## src/rtl/gsm_cmd_sequencer_if.sv

```systemverilog
// Signal bundle between the mole/input logic, the game state manager and the
// command sequencer. The sequencer side is the master; the manager side is the slave.
interface gsm_cmd_sequencer_if;
  logic       hit_pulse;
  logic       miss_pulse;
  logic       start_btn;
  logic       pause_btn;
  logic [2:0] gs_state;
  logic [1:0] gs_stage;
  logic [1:0] gs_lives;
  logic [6:0] gs_timer;
  logic       gs_timer_running;
  logic       gs_done;
  logic [3:0] flag;
  logic       trig;
  logic       busy;
  logic       err;

  modport master (
    input  hit_pulse, miss_pulse, start_btn, pause_btn,
    input  gs_state, gs_stage, gs_lives, gs_timer, gs_timer_running, gs_done,
    output flag, trig, busy, err
  );

  modport slave (
    output hit_pulse, miss_pulse, start_btn, pause_btn,
    output gs_state, gs_stage, gs_lives, gs_timer, gs_timer_running, gs_done,
    input  flag, trig, busy, err
  );
endinterface

```

## src/rtl/gsm_cmd_sequencer.sv

```systemverilog
// Turns mole events, button presses and observed game status into one flag/trig
// command at a time and completes the trig/done handshake with the game state manager.
module gsm_cmd_sequencer #(
  parameter int GAP_CYCLES = 3,
  parameter int TIMEOUT    = 16,
  parameter int PEND_W     = 4,
  parameter int LAST_STAGE = 3
) (
  input  logic                 clk_1mhz,
  input  logic                 rst,
  gsm_cmd_sequencer_if.master  bus
);

  localparam logic [2:0] ST_READY   = 3'b001;
  localparam logic [2:0] ST_PLAYING = 3'b010;
  localparam logic [2:0] ST_OVER    = 3'b011;
  localparam logic [2:0] ST_SCLEAR  = 3'b100;
  localparam logic [2:0] ST_GCLEAR  = 3'b101;

  localparam logic [3:0] CMD_HIT       = 4'b0001;
  localparam logic [3:0] CMD_MISS      = 4'b0010;
  localparam logic [3:0] CMD_PAUSE     = 4'b0100;
  localparam logic [3:0] CMD_RESUME    = 4'b0101;
  localparam logic [3:0] CMD_TO_READY  = 4'b1000;
  localparam logic [3:0] CMD_TO_PLAY   = 4'b1010;
  localparam logic [3:0] CMD_SCLEAR    = 4'b1100;
  localparam logic [3:0] CMD_GAMEOVER  = 4'b1101;
  localparam logic [3:0] CMD_GCLEAR    = 4'b1110;
  localparam logic [3:0] CMD_RESTART   = 4'b1111;

  localparam int TO_W  = (TIMEOUT > 1) ? $clog2(TIMEOUT) : 1;
  localparam int GAP_W = (GAP_CYCLES > 1) ? $clog2(GAP_CYCLES) : 1;

  typedef enum logic [1:0] {IDLE, ISSUE, GAP} fsm_t;
  typedef enum logic [1:0] {SRC_NONE, SRC_HIT, SRC_MISS, SRC_PAUSE} src_t;

  fsm_t              state_reg;
  src_t              src_reg;
  logic [TO_W-1:0]   to_cnt_reg;
  logic [GAP_W-1:0]  gap_cnt_reg;
  logic [3:0]        flag_reg;
  logic              trig_reg;
  logic              busy_reg;
  logic              err_reg;
  logic              pause_req_reg;

  logic              playing;
  logic              capture_en;
  logic              consume;
  logic [1:0]        pend_inc;
  logic [1:0]        pend_dec;
  logic [1:0]        pend_nz;
  logic              pause_consume;

  logic              cmd_valid;
  logic [3:0]        cmd_flag;
  src_t              cmd_src;

  assign playing       = (bus.gs_state == ST_PLAYING);
  assign capture_en    = playing && bus.gs_timer_running;
  assign consume       = (state_reg == ISSUE) && bus.gs_done;
  assign pend_inc      = {bus.miss_pulse, bus.hit_pulse} & {2{capture_en}};
  assign pend_dec      = {consume && (src_reg == SRC_MISS), consume && (src_reg == SRC_HIT)};
  assign pause_consume = consume && (src_reg == SRC_PAUSE);

  // Index 0 counts hits, index 1 counts misses; both saturate and flush outside play.
  for (genvar gi = 0; gi < 2; gi++) begin : g_pend
    logic [PEND_W-1:0] cnt_reg;

    always_ff @(posedge clk_1mhz) begin
      if (rst || !playing) begin
        cnt_reg <= '0;
      end else if (pend_inc[gi] && !pend_dec[gi]) begin
        if (cnt_reg != {PEND_W{1'b1}}) cnt_reg <= cnt_reg + 1'b1;
      end else if (!pend_inc[gi] && pend_dec[gi]) begin
        if (cnt_reg != '0) cnt_reg <= cnt_reg - 1'b1;
      end
    end

    assign pend_nz[gi] = (cnt_reg != '0);
  end

  // A fresh press wins over consumption of an earlier one.
  always_ff @(posedge clk_1mhz) begin
    if (rst || !playing) begin
      pause_req_reg <= 1'b0;
    end else if (bus.pause_btn) begin
      pause_req_reg <= 1'b1;
    end else if (pause_consume) begin
      pause_req_reg <= 1'b0;
    end
  end

  always_comb begin
    cmd_valid = 1'b0;
    cmd_flag  = 4'b0000;
    cmd_src   = SRC_NONE;
    case (bus.gs_state)
      ST_READY: begin
        if (bus.gs_timer == '0) begin
          cmd_valid = 1'b1;
          cmd_flag  = CMD_TO_PLAY;
        end else if (!bus.gs_timer_running) begin
          cmd_valid = 1'b1;
          cmd_flag  = CMD_RESUME;
        end
      end
      ST_PLAYING: begin
        if (bus.gs_lives == '0) begin
          cmd_valid = 1'b1;
          cmd_flag  = CMD_GAMEOVER;
        end else if (bus.gs_timer == '0) begin
          cmd_valid = 1'b1;
          cmd_flag  = (bus.gs_stage == 2'(LAST_STAGE)) ? CMD_GCLEAR : CMD_SCLEAR;
        end else if (pause_req_reg) begin
          cmd_valid = 1'b1;
          cmd_flag  = bus.gs_timer_running ? CMD_PAUSE : CMD_RESUME;
          cmd_src   = SRC_PAUSE;
        end else if (pend_nz[1]) begin
          cmd_valid = 1'b1;
          cmd_flag  = CMD_MISS;
          cmd_src   = SRC_MISS;
        end else if (pend_nz[0]) begin
          cmd_valid = 1'b1;
          cmd_flag  = CMD_HIT;
          cmd_src   = SRC_HIT;
        end
      end
      ST_SCLEAR: begin
        if (bus.start_btn) begin
          cmd_valid = 1'b1;
          cmd_flag  = CMD_TO_READY;
        end
      end
      ST_OVER, ST_GCLEAR: begin
        if (bus.start_btn) begin
          cmd_valid = 1'b1;
          cmd_flag  = CMD_RESTART;
        end
      end
      default: ;
    endcase
  end

  // A timed-out command keeps its source event pending, so it is reissued after GAP.
  always_ff @(posedge clk_1mhz) begin
    if (rst) begin
      state_reg   <= IDLE;
      src_reg     <= SRC_NONE;
      to_cnt_reg  <= '0;
      gap_cnt_reg <= '0;
      flag_reg    <= 4'b0000;
      trig_reg    <= 1'b0;
      busy_reg    <= 1'b0;
      err_reg     <= 1'b0;
    end else begin
      case (state_reg)
        IDLE: begin
          if (cmd_valid) begin
            state_reg  <= ISSUE;
            flag_reg   <= cmd_flag;
            src_reg    <= cmd_src;
            trig_reg   <= 1'b1;
            busy_reg   <= 1'b1;
            to_cnt_reg <= '0;
          end
        end
        ISSUE: begin
          if (bus.gs_done) begin
            state_reg   <= GAP;
            trig_reg    <= 1'b0;
            gap_cnt_reg <= '0;
          end else if (to_cnt_reg == TO_W'(TIMEOUT - 1)) begin
            state_reg   <= GAP;
            trig_reg    <= 1'b0;
            err_reg     <= 1'b1;
            gap_cnt_reg <= '0;
          end else begin
            to_cnt_reg <= to_cnt_reg + 1'b1;
          end
        end
        GAP: begin
          if (gap_cnt_reg == GAP_W'(GAP_CYCLES - 1)) begin
            state_reg <= IDLE;
            busy_reg  <= 1'b0;
            flag_reg  <= 4'b0000;
            src_reg   <= SRC_NONE;
          end else begin
            gap_cnt_reg <= gap_cnt_reg + 1'b1;
          end
        end
        default: state_reg <= IDLE;
      endcase
    end
  end

  assign bus.flag = flag_reg;
  assign bus.trig = trig_reg;
  assign bus.busy = busy_reg;
  assign bus.err  = err_reg;

endmodule

```

## src/flat_wrapper.sv

```systemverilog
// flat-port wrapper written by rule: the top's interface ports become plain ports
module gsm_cmd_sequencer_flat 
#(
  parameter int GAP_CYCLES = 3,
  parameter int TIMEOUT    = 16,
  parameter int PEND_W     = 4,
  parameter int LAST_STAGE = 3
)
  (clk_1mhz, rst, bus_hit_pulse, bus_miss_pulse, bus_start_btn, bus_pause_btn, bus_gs_state, bus_gs_stage, bus_gs_lives, bus_gs_timer, bus_gs_timer_running, bus_gs_done, bus_flag, bus_trig, bus_busy, bus_err);
  gsm_cmd_sequencer_if bus_i ();
  input  logic clk_1mhz;
  input  logic rst;
  input wire logic [$bits(bus_i.hit_pulse)-1:0] bus_hit_pulse;
  input wire logic [$bits(bus_i.miss_pulse)-1:0] bus_miss_pulse;
  input wire logic [$bits(bus_i.start_btn)-1:0] bus_start_btn;
  input wire logic [$bits(bus_i.pause_btn)-1:0] bus_pause_btn;
  input wire logic [$bits(bus_i.gs_state)-1:0] bus_gs_state;
  input wire logic [$bits(bus_i.gs_stage)-1:0] bus_gs_stage;
  input wire logic [$bits(bus_i.gs_lives)-1:0] bus_gs_lives;
  input wire logic [$bits(bus_i.gs_timer)-1:0] bus_gs_timer;
  input wire logic [$bits(bus_i.gs_timer_running)-1:0] bus_gs_timer_running;
  input wire logic [$bits(bus_i.gs_done)-1:0] bus_gs_done;
  output wire logic [$bits(bus_i.flag)-1:0] bus_flag;
  output wire logic [$bits(bus_i.trig)-1:0] bus_trig;
  output wire logic [$bits(bus_i.busy)-1:0] bus_busy;
  output wire logic [$bits(bus_i.err)-1:0] bus_err;
  assign bus_i.hit_pulse = bus_hit_pulse;
  assign bus_i.miss_pulse = bus_miss_pulse;
  assign bus_i.start_btn = bus_start_btn;
  assign bus_i.pause_btn = bus_pause_btn;
  assign bus_i.gs_state = bus_gs_state;
  assign bus_i.gs_stage = bus_gs_stage;
  assign bus_i.gs_lives = bus_gs_lives;
  assign bus_i.gs_timer = bus_gs_timer;
  assign bus_i.gs_timer_running = bus_gs_timer_running;
  assign bus_i.gs_done = bus_gs_done;
  assign bus_flag = bus_i.flag;
  assign bus_trig = bus_i.trig;
  assign bus_busy = bus_i.busy;
  assign bus_err = bus_i.err;
  gsm_cmd_sequencer #(.GAP_CYCLES(GAP_CYCLES), .TIMEOUT(TIMEOUT), .PEND_W(PEND_W), .LAST_STAGE(LAST_STAGE)) u_core (.clk_1mhz(clk_1mhz), .rst(rst), .bus(bus_i));
endmodule
```

## config.mk

```make
export PLATFORM = sky130hd
export DESIGN_NAME = gsm_cmd_sequencer_flat
export DESIGN_NICKNAME = d
export VERILOG_FILES = /design/src/rtl/gsm_cmd_sequencer_if.sv /design/src/rtl/gsm_cmd_sequencer.sv /design/src/flat_wrapper.sv
export SDC_FILE = /design/constraint.sdc
export NUM_CORES = 1
export LEC_CHECK = 0
export CORE_UTILIZATION = 35
export CTS_BUF_LIST = sky130_fd_sc_hd__clkbuf_2 sky130_fd_sc_hd__clkbuf_4 sky130_fd_sc_hd__clkbuf_8
export DETAILED_ROUTE_END_ITERATION = 10
export HOLD_SLACK_MARGIN = 0.03
export MAX_ROUTING_LAYER = met4
export SLEW_MARGIN = 20
export SYNTH_ARGS = -nofsm -noshare
export SYNTH_HDL_FRONTEND = slang
export SYNTH_SLANG_ARGS = --single-unit
```

## constraint.sdc

```tcl
create_clock -name clk_1mhz -period 3 [get_ports clk_1mhz]
set_input_delay 0.45 -clock clk_1mhz [delete_from_list [all_inputs] [get_ports clk_1mhz]]
set_output_delay 0.45 -clock clk_1mhz [all_outputs]
set_load 0.02 [all_outputs]
```

==> metrics <==
post-synth cell types 48; Post-DRT Antenna Nets 0; first-pass GRT wire length roughly 6 mm; asr flop ratio synth 0; EDFF count, synth 0; CP endpoint u_core.g_pend[0].cnt_reg[3]; Layout Area Growth over Synthesis 27.3%; CTS Buffer Depth 2; Placed Area between 1500 and 2000 um^2; Mapped Avg Cell Area 8.54 um^2; critical path arrival around 2.9 ns; Power Dens Cells roughly 360 nW/um^2; cts repair resizes 0; total number of vias 1454; synthesized cell area between 1500 and 2000 um^2; Final min period between 2 and 3 ns; placed insts around 270; Final Net Count roughly 250; Worst R2R End u_core.g_pend[0].cnt_reg[3]; Register Area around 520 um^2; commonest non-fill, non-tap cell in the layout clkdlybuf4s50_1; hold_sp u_core.bus.busy; cells on worst reg2reg path 10; Main synth FF type dfxtp_1; maxcap violations 0; First-pass DRT Iterations 4; hold_buf cts 0; largest net degree at the start of global routing 15; Post-Syn Instances ~190; post-synthesis register bit count 26; Diodes inserted 0; dominant cells by area after synthesis dfxtp_1, ha_1, a21oi_1; final hold vios 0; Synth top area share 0.328; worst slew pin tran 0.506 ns; Syn Nets roughly 220; CP Class primary input to register; I/O pins 29; CP Capture Type register; sequential share of the synthesized area 0.328; initial antenna violation count 0; status finished clean; routed len/inst about 13 um; CTS tree built; Setup-failing EPs final 0; number of warning messages in the yosys log 0; FP Rows 24; GRT Total Usage 0.153; post-synth top area cell dfxtp_1; VDD IR max between 0.2 and 0.25 mV; crit-path max FO 5; setup_tns 0 ns; design area 2020 um^2; non-filler cells, final about 270; Clk Latency, worst-skew pair 0.27 ns; register clock-pin slew on the reported worst setup and hold paths 0.08 ns; Clock Skew 0.00337 ns; die height 69.4 um; commonest cells after routing, fill and taps aside clkdlybuf4s50_1, dfxtp_1, nor2_1, a21oi_1, o21ai_0; Post-CTS Setup Inserts 0; max reg flops 8; initial DRC count 60; vias in the first global route between 1000 and 1500; R2R Path Start u_core.state_reg[1]; fill cell count between 400 and 500; required time of the critical path 3.20 ns; Residual DRC 0; Tcrit/Tclk final 0.898; Crit. Startpoint bus_gs_state[0]; clk root buf clkbuf_8; final HPWL from detailed placement approximately 2.7 mm; fin. max-slew vios 0; Fmax achieved approximately 0.37 GHz; CTS buffer count 3; max_slew headroom 0.659; Hold WC Path Type register to register; DR vias/cell roughly 5.3; worst reg-to-reg setup slack ~0.48 ns; Initial Util 0.365; RSZ-0062 raised after global routing no; GR Overflow Total 0; layout cells sized above 1 0.0818; area of the multi-input gates about 1000 um^2; Tot Pwr 0.728 mW; leakage between 0.7 and 0.8 nW; total number of H-tree levels 1; Die W roughly 70 um; GPL Wtd Cong about 0.80; DIE AREA 4810 um^2; Port Buffer Count 28; final wirelength 3.52 mm; CORE AREA roughly 4400 um^2; CP Launch Type primary input; clock sink count 26; final core utilization 0.464
==> how the worst min path moves through the flow <==
stage	to	slack [ns]	cells after the start
finish	u_core.bus.busy	0.46	1
global route	u_core.bus.busy	0.51	1
CTS	u_core.bus.busy	0.48	1
detailed placement	u_core.bus.busy	0.45	1
global placement	u_core.bus.busy	0.44	1
floorplan	u_core.g_pend[1].cnt_reg[3]	0.46	2
==> per-stage QoR <==
stage          hold slack [ns]  setup slack [ns]
3_3_place_gp             0.438             0.102
6_report                 0.465             0.307
3_5_place_dp             0.454            0.0296
4_1_cts                  0.476             0.324
5_1_grt                  0.509             0.142
2_1_floorplan            0.463             0.529
==> final cells by class <==
type                    instances  share of cell area
inverters                       6              0.0111
well taps                      52              0.0322
clock buffers                   4              0.0272
flip-flops and latches         26               0.258
multi-input cells             149               0.507
repair buffers                 35               0.165
==> cell usage after synthesis (all sizes together) (2+ instances only) <==
library cell	count
a21boi	3
a21o	3
a21oi	15
a22o	6
a311oi	3
a31oi	5
and3	4
clkbuf	4
dfxtp	26
fa	2
ha	8
inv	6
mux2i	3
nand2	5
nand2b	5
nand3	6
nand4	2
nand4b	3
nor2	20
nor2b	3
nor3	8
nor3b	2
nor4	2
o21a	2
o21ai	12
o31ai	2
or3	4
or4	3
xnor2	2
xor2	4
==> critical path: stages <==
cell and delay (ns):
clkdlybuf4s50_1 0.47, nor3b_2 0.31, and3_1 0.20, ha_1 0.18, inv_1 0.11, ha_1 0.28, a21o_1 0.17, a21oi_1 0.16
xnor2_1 0.09, or3_1 0.31, a21oi_1 0.15
==> where the power goes <==
part	internal (mW)	leakage, nW	switching [mW]	total (mW)
combinational	0.0711	0.514	0.0679	0.139
clock	0.117	0.0288	0.106	0.223
sequential	0.356	0.210	0.00960	0.366
==> metal layers <==
| layer | routed length (um) | track usage | part of all wire |
|---|---|---|---|
| met4 | 17 | 0.0431 | 0.0048 |
| met3 | 82 | 0.0349 | 0.023 |
| met1 | 1860 | 0.206 | 0.53 |
| met5 | 0 | - | 0 |
| met2 | 1560 | 0.230 | 0.44 |
==> cell families (layout without fill, tap and decap cells) <==
group / Yosys count / in the layout / share of synthesized area
AND/OR/NAND/NOR: 71 / 71 / 0.249
AO/OA/AOI/OAI: 59 / 59 / 0.256
flip-flops: 26 / 26 / 0.328
buffers and inverters: 11 / 45 / 0.0268
adder cells (fa/ha/maj): 10 / 10 / 0.0883
XOR/XNOR: 6 / 6 / 0.0331
multiplexers: 3 / 3 / 0.0189
(Power assumes the default switching activity.)
